==> src/rtl/bcd_pkg.sv <==
// Shared definitions for the digit-serial BCD adder: FSM encoding, digit width and
// the largest legal BCD digit value.
package bcd_pkg;

  localparam int BCD_DIGIT_W = 4;
  localparam logic [BCD_DIGIT_W-1:0] BCD_MAX = 4'd9;

  typedef enum logic [0:0] {
    ST_IDLE = 1'b0,
    ST_RUN  = 1'b1
  } state_t;

  // True when the nibble is a legal decimal digit.
  function automatic logic bcd_digit_ok(input logic [BCD_DIGIT_W-1:0] digit);
    return (digit <= BCD_MAX) ? 1'b1 : 1'b0;
  endfunction

endpackage

==> src/rtl/bcd_adder.sv <==
// Combinational single-digit BCD adder cell: binary add, then +6 correction whenever
// the raw sum leaves the decimal range.
module bcd_adder
  import bcd_pkg::*;
(
  input  logic [BCD_DIGIT_W-1:0] A,
  input  logic [BCD_DIGIT_W-1:0] B,
  input  logic                   Cin,
  output logic [BCD_DIGIT_W-1:0] Sum,
  output logic                   Cout
);

  logic [BCD_DIGIT_W:0] raw_s;
  logic [BCD_DIGIT_W:0] adj_s;

  assign raw_s = {1'b0, A} + {1'b0, B} + {4'd0, Cin};
  assign adj_s = raw_s + 5'd6;

  // Decimal correction of the binary sum.
  always_comb begin
    Sum  = raw_s[BCD_DIGIT_W-1:0];
    Cout = 1'b0;
    if (raw_s > 5'd9) begin
      Sum  = adj_s[BCD_DIGIT_W-1:0];
      Cout = 1'b1;
    end else begin
      Sum  = raw_s[BCD_DIGIT_W-1:0];
      Cout = 1'b0;
    end
  end

endmodule

==> src/rtl/bcd_serial_adder.sv <==
// Digit-serial multi-digit BCD adder, one digit pair per clock, LSD first.
// Optional build macro BCD_INVALID_CHECK_EN enables the sticky invalid-digit flag on err.
module bcd_serial_adder
  import bcd_pkg::*;
#(
  parameter int NDIGITS = 4
) (
  input  logic                           clk,
  input  logic                           rst_n,
  input  logic                           start,
  input  logic [BCD_DIGIT_W*NDIGITS-1:0] A,
  input  logic [BCD_DIGIT_W*NDIGITS-1:0] B,
  input  logic                           Cin,
  output logic                           busy,
  output logic                           done,
  output logic [BCD_DIGIT_W*NDIGITS-1:0] Sum,
  output logic                           Cout,
  output logic                           err
);

  localparam int W     = BCD_DIGIT_W * NDIGITS;
  localparam int CNT_W = (NDIGITS > 1) ? $clog2(NDIGITS) : 1;

  state_t                 state_r;
  state_t                 state_s;
  logic [CNT_W-1:0]       cnt_r;
  logic                   carry_r;
  logic [W-1:0]           a_r;
  logic [W-1:0]           b_r;
  logic [W-1:0]           sum_r;
  logic                   cout_r;
  logic                   busy_r;
  logic                   done_r;
  logic                   err_r;

  logic                   cnt_last_s;
  logic                   accept_s;
  logic                   step_s;
  logic                   last_s;
  logic [BCD_DIGIT_W-1:0] a_dig_s;
  logic [BCD_DIGIT_W-1:0] b_dig_s;
  logic [BCD_DIGIT_W-1:0] cell_sum_s;
  logic                   cell_cout_s;

  assign cnt_last_s = (cnt_r == CNT_W'(NDIGITS - 1));

  // FSM state register.
  always_ff @(posedge clk or negedge rst_n) begin
    if (!rst_n) begin
      state_r <= ST_IDLE;
    end else begin
      state_r <= state_s;
    end
  end

  // FSM next-state logic.
  always_comb begin
    state_s = state_r;
    case (state_r)
      ST_IDLE: begin
        if (start) state_s = ST_RUN;
        else       state_s = ST_IDLE;
      end
      ST_RUN: begin
        if (cnt_last_s) state_s = ST_IDLE;
        else            state_s = ST_RUN;
      end
      default: state_s = ST_IDLE;
    endcase
  end

  // FSM control decode for the datapath.
  always_comb begin
    accept_s = 1'b0;
    step_s   = 1'b0;
    last_s   = 1'b0;
    case (state_r)
      ST_IDLE: begin
        accept_s = start;
      end
      ST_RUN: begin
        step_s = 1'b1;
        last_s = cnt_last_s;
      end
      default: begin
        accept_s = 1'b0;
        step_s   = 1'b0;
        last_s   = 1'b0;
      end
    endcase
  end

  // Select the current digit pair from the latched operands.
  always_comb begin
    a_dig_s = '0;
    b_dig_s = '0;
    for (int i = 0; i < NDIGITS; i++) begin
      if (cnt_r == CNT_W'(i)) begin
        a_dig_s = a_r[i*BCD_DIGIT_W +: BCD_DIGIT_W];
        b_dig_s = b_r[i*BCD_DIGIT_W +: BCD_DIGIT_W];
      end else begin
        a_dig_s = a_dig_s;
        b_dig_s = b_dig_s;
      end
    end
  end

  bcd_adder u_cell (
    .A    (a_dig_s),
    .B    (b_dig_s),
    .Cin  (carry_r),
    .Sum  (cell_sum_s),
    .Cout (cell_cout_s)
  );

  // Operand latch, digit counter, ripple carry and result registers.
  always_ff @(posedge clk or negedge rst_n) begin
    if (!rst_n) begin
      a_r     <= '0;
      b_r     <= '0;
      cnt_r   <= '0;
      carry_r <= 1'b0;
      sum_r   <= '0;
      cout_r  <= 1'b0;
      busy_r  <= 1'b0;
      done_r  <= 1'b0;
    end else if (accept_s) begin
      a_r     <= A;
      b_r     <= B;
      cnt_r   <= '0;
      carry_r <= Cin;
      sum_r   <= '0;
      cout_r  <= 1'b0;
      busy_r  <= 1'b1;
      done_r  <= 1'b0;
    end else if (step_s) begin
      for (int i = 0; i < NDIGITS; i++) begin
        if (cnt_r == CNT_W'(i)) begin
          sum_r[i*BCD_DIGIT_W +: BCD_DIGIT_W] <= cell_sum_s;
        end
      end
      carry_r <= cell_cout_s;
      if (last_s) begin
        cnt_r  <= '0;
        cout_r <= cell_cout_s;
        busy_r <= 1'b0;
        done_r <= 1'b1;
      end else begin
        cnt_r  <= cnt_r + CNT_W'(1);
        done_r <= 1'b0;
      end
    end else begin
      done_r <= 1'b0;
    end
  end

`ifdef BCD_INVALID_CHECK_EN
  // Sticky invalid-digit flag, cleared when a new operation is accepted.
  always_ff @(posedge clk or negedge rst_n) begin
    if (!rst_n) begin
      err_r <= 1'b0;
    end else if (accept_s) begin
      err_r <= 1'b0;
    end else if (step_s && (!bcd_digit_ok(a_dig_s) || !bcd_digit_ok(b_dig_s))) begin
      err_r <= 1'b1;
    end else begin
      err_r <= err_r;
    end
  end
`else
  // Invalid-digit checking is compiled out; the flag stays low.
  always_ff @(posedge clk or negedge rst_n) begin
    if (!rst_n) begin
      err_r <= 1'b0;
    end else begin
      err_r <= 1'b0;
    end
  end
`endif

  assign busy = busy_r;
  assign done = done_r;
  assign Sum  = sum_r;
  assign Cout = cout_r;
  assign err  = err_r;

endmodule

==> config.mk <==
export PLATFORM = sky130hd
export DESIGN_NAME = bcd_serial_adder
export DESIGN_NICKNAME = d
export VERILOG_FILES = /design/src/rtl/bcd_pkg.sv /design/src/rtl/bcd_adder.sv /design/src/rtl/bcd_serial_adder.sv
export SDC_FILE = /design/constraint.sdc
export NUM_CORES = 1
export LEC_CHECK = 0
export ABC_AREA = 1
export BUFFER_PORTS_ARGS = -buffer_cell sky130_fd_sc_hd__buf_2
export CAP_MARGIN = 15
export CORE_MARGIN = 4
export CORE_UTILIZATION = 42
export CTS_BUF_LIST = sky130_fd_sc_hd__clkbuf_4 sky130_fd_sc_hd__clkbuf_8 sky130_fd_sc_hd__clkbuf_16
export DETAILED_ROUTE_END_ITERATION = 7
export REMOVE_ABC_BUFFERS = 1
export SETUP_SLACK_MARGIN = 0.02
export SLEW_MARGIN = 20
export SYNTH_ARGS = -nofsm -noshare
export SYNTH_HDL_FRONTEND = slang
export SYNTH_SLANG_ARGS = --single-unit
==> constraint.sdc <==
create_clock -name clk -period 4.3 [get_ports clk]
set_input_delay 0.215 -clock clk [delete_from_list [all_inputs] [get_ports clk]]
set_output_delay 0.215 -clock clk [all_outputs]
set_load 0.01 [all_outputs]
==> key figures <==
Detailed routing
  • Initial DRC Count: 127
  • Routed Antenna Nets: 0
  • DRT Pass-1 Iters: 4
  • Routed vias: 2203
  • Per-cell routed wire length: 13.16 µm
  • Via density: 4.800
  • Drt drc: 0
  • WL final: 6.042 mm

Layout
  • Area growth, synth to finish: 15.11%
  • Layout cells sized above 1: 0.2109
  • Fillers: 646
  • Antenna cell count: 0
  • Nets: 429

Floorplan
  • Row count: 28
  • Core Area: 6096 µm²
  • Chip Height: 88.29 µm
  • I/O Pins: 56
  • Starting Density: 0.4442
  • Die ar.: 7795 µm²
  • Die Width: 88.29 µm

Synthesis
  • Sequential share of the synthesized area: 0.5083
  • Yosys reg bits: 55
  • Multiplexer area fraction after synthesis: 0
  • Main combinational cell family by area after synthesis: simple AND/OR/NAND/NOR gates
  • Synthesized cell area: 2708 µm²
  • Synth Area in XOR/XNOR: 0
  • Mapped Avg Cell Area: 8.131 µm²
  • Cells after Synth: 333
  • Ys Warns: 0
  • Area fraction in compound gates after synthesis: 0.08826
  • Simple-Gate Fraction of Synth Area: 0.2897
  • Post-synth cell types: 29
  • Adder-cell share of the synthesized area: 0.05176

Setup path
  • Worst setup endpoint: Sum[5]$_DFFE_PN0P_
  • RR Endpoint: Sum[5]$_DFFE_PN0P_
  • Startpoint Class: flip-flop
  • RR Startpoint: cnt_r[1]$_DFFE_PN0P_
  • Crit path capture type: flip-flop
  • Setup CP Type: flip-flop to flip-flop
  • Arrival @ worst endpoint: 3.79 ns
  • Crit path from: cnt_r[1]$_DFFE_PN0P_
  • Flop-to-flop setup slack: 0.70 ns
  • WP data required: 4.49 ns
  • CP Max Fanout: 10
  • R2R depth: 18

GRT
  • Vias in the first global route: 2288
  • First-pass GRT wire length: 10.60 mm
  • Initial antenna violation count: 0
  • Largest net degree at the start of global routing: 56
  • Total track usage: 0.1710
  • Total grt overflow: 0

CTS
  • Num CTS Buffers: 5
  • CTS root buf: clkbuf_8
  • Clk pin slew, worst setup/hold paths: 0.10 ns
  • # Post-CTS Setup Buffers: 0
  • Num Clock Sinks: 55
  • Clock latency on the worst-skew pair: 0.31 ns
  • CTS tree: done
  • Post-CTS resize count: 0
  • CTS Hold Bufs: 0
  • CTS H-tree lvls: 2
  • Max Root-Sink Buffers: 2

Flow run
  • Max-cap violation count: 0

Timing
  • Worst-margin pin slew: 0.7611 ns
  • Slew HR: 0.4914
  • Final worst path period share: 0.8360
  • Final Critical Period: 3.595 ns
  • RSZ-0062 raised after global routing: no
  • Number of setup violations in the final report: 0
  • Fmax: 0.2782 GHz
  • Worst Skew: 0.01294 ns
  • Final Hold Fails: 0
  • Max Slew Vio Count: 0
  • Setup TNS: 0 ns

Run status
  • Status: complete, no violations

Placement
  • Routability cong.: 0.8196
  • Count of input and output buffers: 54
  • DP Wirelength: 4.364 mm

Hold path
  • Worst min path class: input port to async pin
[cells by family (layout without fill, tap and decap cells)]
| family | after synthesis | in the layout |
|---|---|---|
| DFF | 55 | 55 |
| other | 1 | 1 |
| and+or+nand+nor | 191 | 191 |
| buffers and inverters | 38 | 89 |
| AOI/OAI and AO/OA | 38 | 38 |
| adders and majority gates | 10 | 10 |
[stage by stage]
step	area (µm²)	worst slack [ns]	utilization	hold WS, ns	instances
2_1_floorplan	2641	1.168	-	-0.08059	321
3_3_place_gp	3013	0.8791	0.4943	0.3950	451
3_5_place_dp	3013	0.7420	0.4943	0.4010	451
4_1_cts	3117	0.7034	0.5113	0.05958	459
5_1_grt	3117	0.3232	0.5113	0.08610	459
6_report	3117	0.7050	0.5113	0.01327	459
[layout make-up]
type                       instances  area (µm²)  share of cell area
sequential                        55        1376              0.4416
timing repair buffer              55       277.8             0.08912
clock buffer                       7       96.34             0.03091
tap                               75       93.84             0.03011
inverter                          26       97.59             0.03131
multi-input combinational        240        1167              0.3745
clock inverter                     1       7.507            0.002409
[registers in the layout (all words and copies together), names as in the netlist]
| signal | cells |
|---|---|
| carry_r | 1 |
| Sum | 16 |
| cnt_r | 2 |
| state_r | 1 |
| busy | 1 |
| a_r | 16 |
| done | 1 |
| b_r | 16 |
| Cout | 1 |
[synth_stat cells]
| cell type | n | area, µm² |
|---|---|---|
| a21boi_2 | 1 | 11.26 |
| a21oi_1 | 9 | 45.04 |
| a21oi_2 | 4 | 35.03 |
| a22o_1 | 1 | 8.760 |
| a22oi_1 | 6 | 45.04 |
| buf_2 | 8 | 40.04 |
| buf_4 | 1 | 7.510 |
| buf_6 | 1 | 11.26 |
| clkbuf_1 | 2 | 7.510 |
| conb_1 | 1 | 3.750 |
| dfrtp_1 | 55 | 1376 |
| fa_1 | 2 | 40.04 |
| ha_1 | 8 | 100.1 |
| inv_1 | 21 | 78.83 |
| inv_2 | 5 | 18.77 |
| nand2_1 | 161 | 604.3 |
| nand2_2 | 2 | 12.51 |
| nand2_4 | 1 | 11.26 |
| nand3_1 | 11 | 55.05 |
| nand3_2 | 1 | 10.01 |
| nand4_1 | 7 | 43.79 |
| nor2_1 | 5 | 18.77 |
| nor2_2 | 1 | 6.260 |
| nor2_4 | 2 | 22.52 |
| o211ai_1 | 1 | 7.510 |
| o21a_1 | 1 | 7.510 |
| o21ai_0 | 13 | 65.06 |
| o21ai_1 | 1 | 5.000 |
| o21ai_2 | 1 | 8.760 |
[critical path: stages, from the launching register on]
cell	delay [ns]
dfrtp_1	0.39
inv_1	0.08
ha_1	0.34
nor2_4	0.28
a22oi_1	0.09
o21ai_0	0.16
o21ai_0	0.13
fa_1	0.44
fa_1	0.39
inv_1	0.06
nand2_1	0.06
nand2_1	0.12
ha_1	0.21
nand2_1	0.07
a21boi_2	0.15
nand2_2	0.11
nand3_1	0.17
nand4_1	0.14
nand2_1	0.07
[metal layers]
layer  vias to the layer above  global-route usage  part of all wire
li1                       1142                   -                 -
met1                      1014              0.2294              0.47
met2                        41              0.2848              0.47
met3                         6             0.03631             0.050
met4                         0             0.04121            0.0094
met5                         -                   0                 0
[cells in the final DEF (no fill, tap or decap), drive strengths merged]
cell	instances
o211ai	1
buf	55
nand3	12
clkinvlp	1
inv	26
fa	2
a21oi	13
o21a	1
a21boi	1
nor2	8
nand4	7
conb	1
a22o	1
a22oi	6
nand2	164
clkbuf	7
o21ai	15
dfrtp	55
ha	8
[how the worst min path moves through the flow]
stage	startpoint	end	slack, ns	depth (start not counted)
after floorplan	rst_n	Cout$_DFFE_PN0P_	-0.08	0
after detailed placement	rst_n	b_r[8]$_DFFE_PN0P_	0.40	2
after global routing	rst_n	Cout$_DFFE_PN0P_	0.09	2
final	rst_n	b_r[9]$_DFFE_PN0P_	0.01	2
after CTS	rst_n	b_r[8]$_DFFE_PN0P_	0.06	2
after global placement	rst_n	b_r[9]$_DFFE_PN0P_	0.39	2
Power is not shown: default switching activity piles up to over one toggle a cycle in this logic, so the estimate is an artifact.
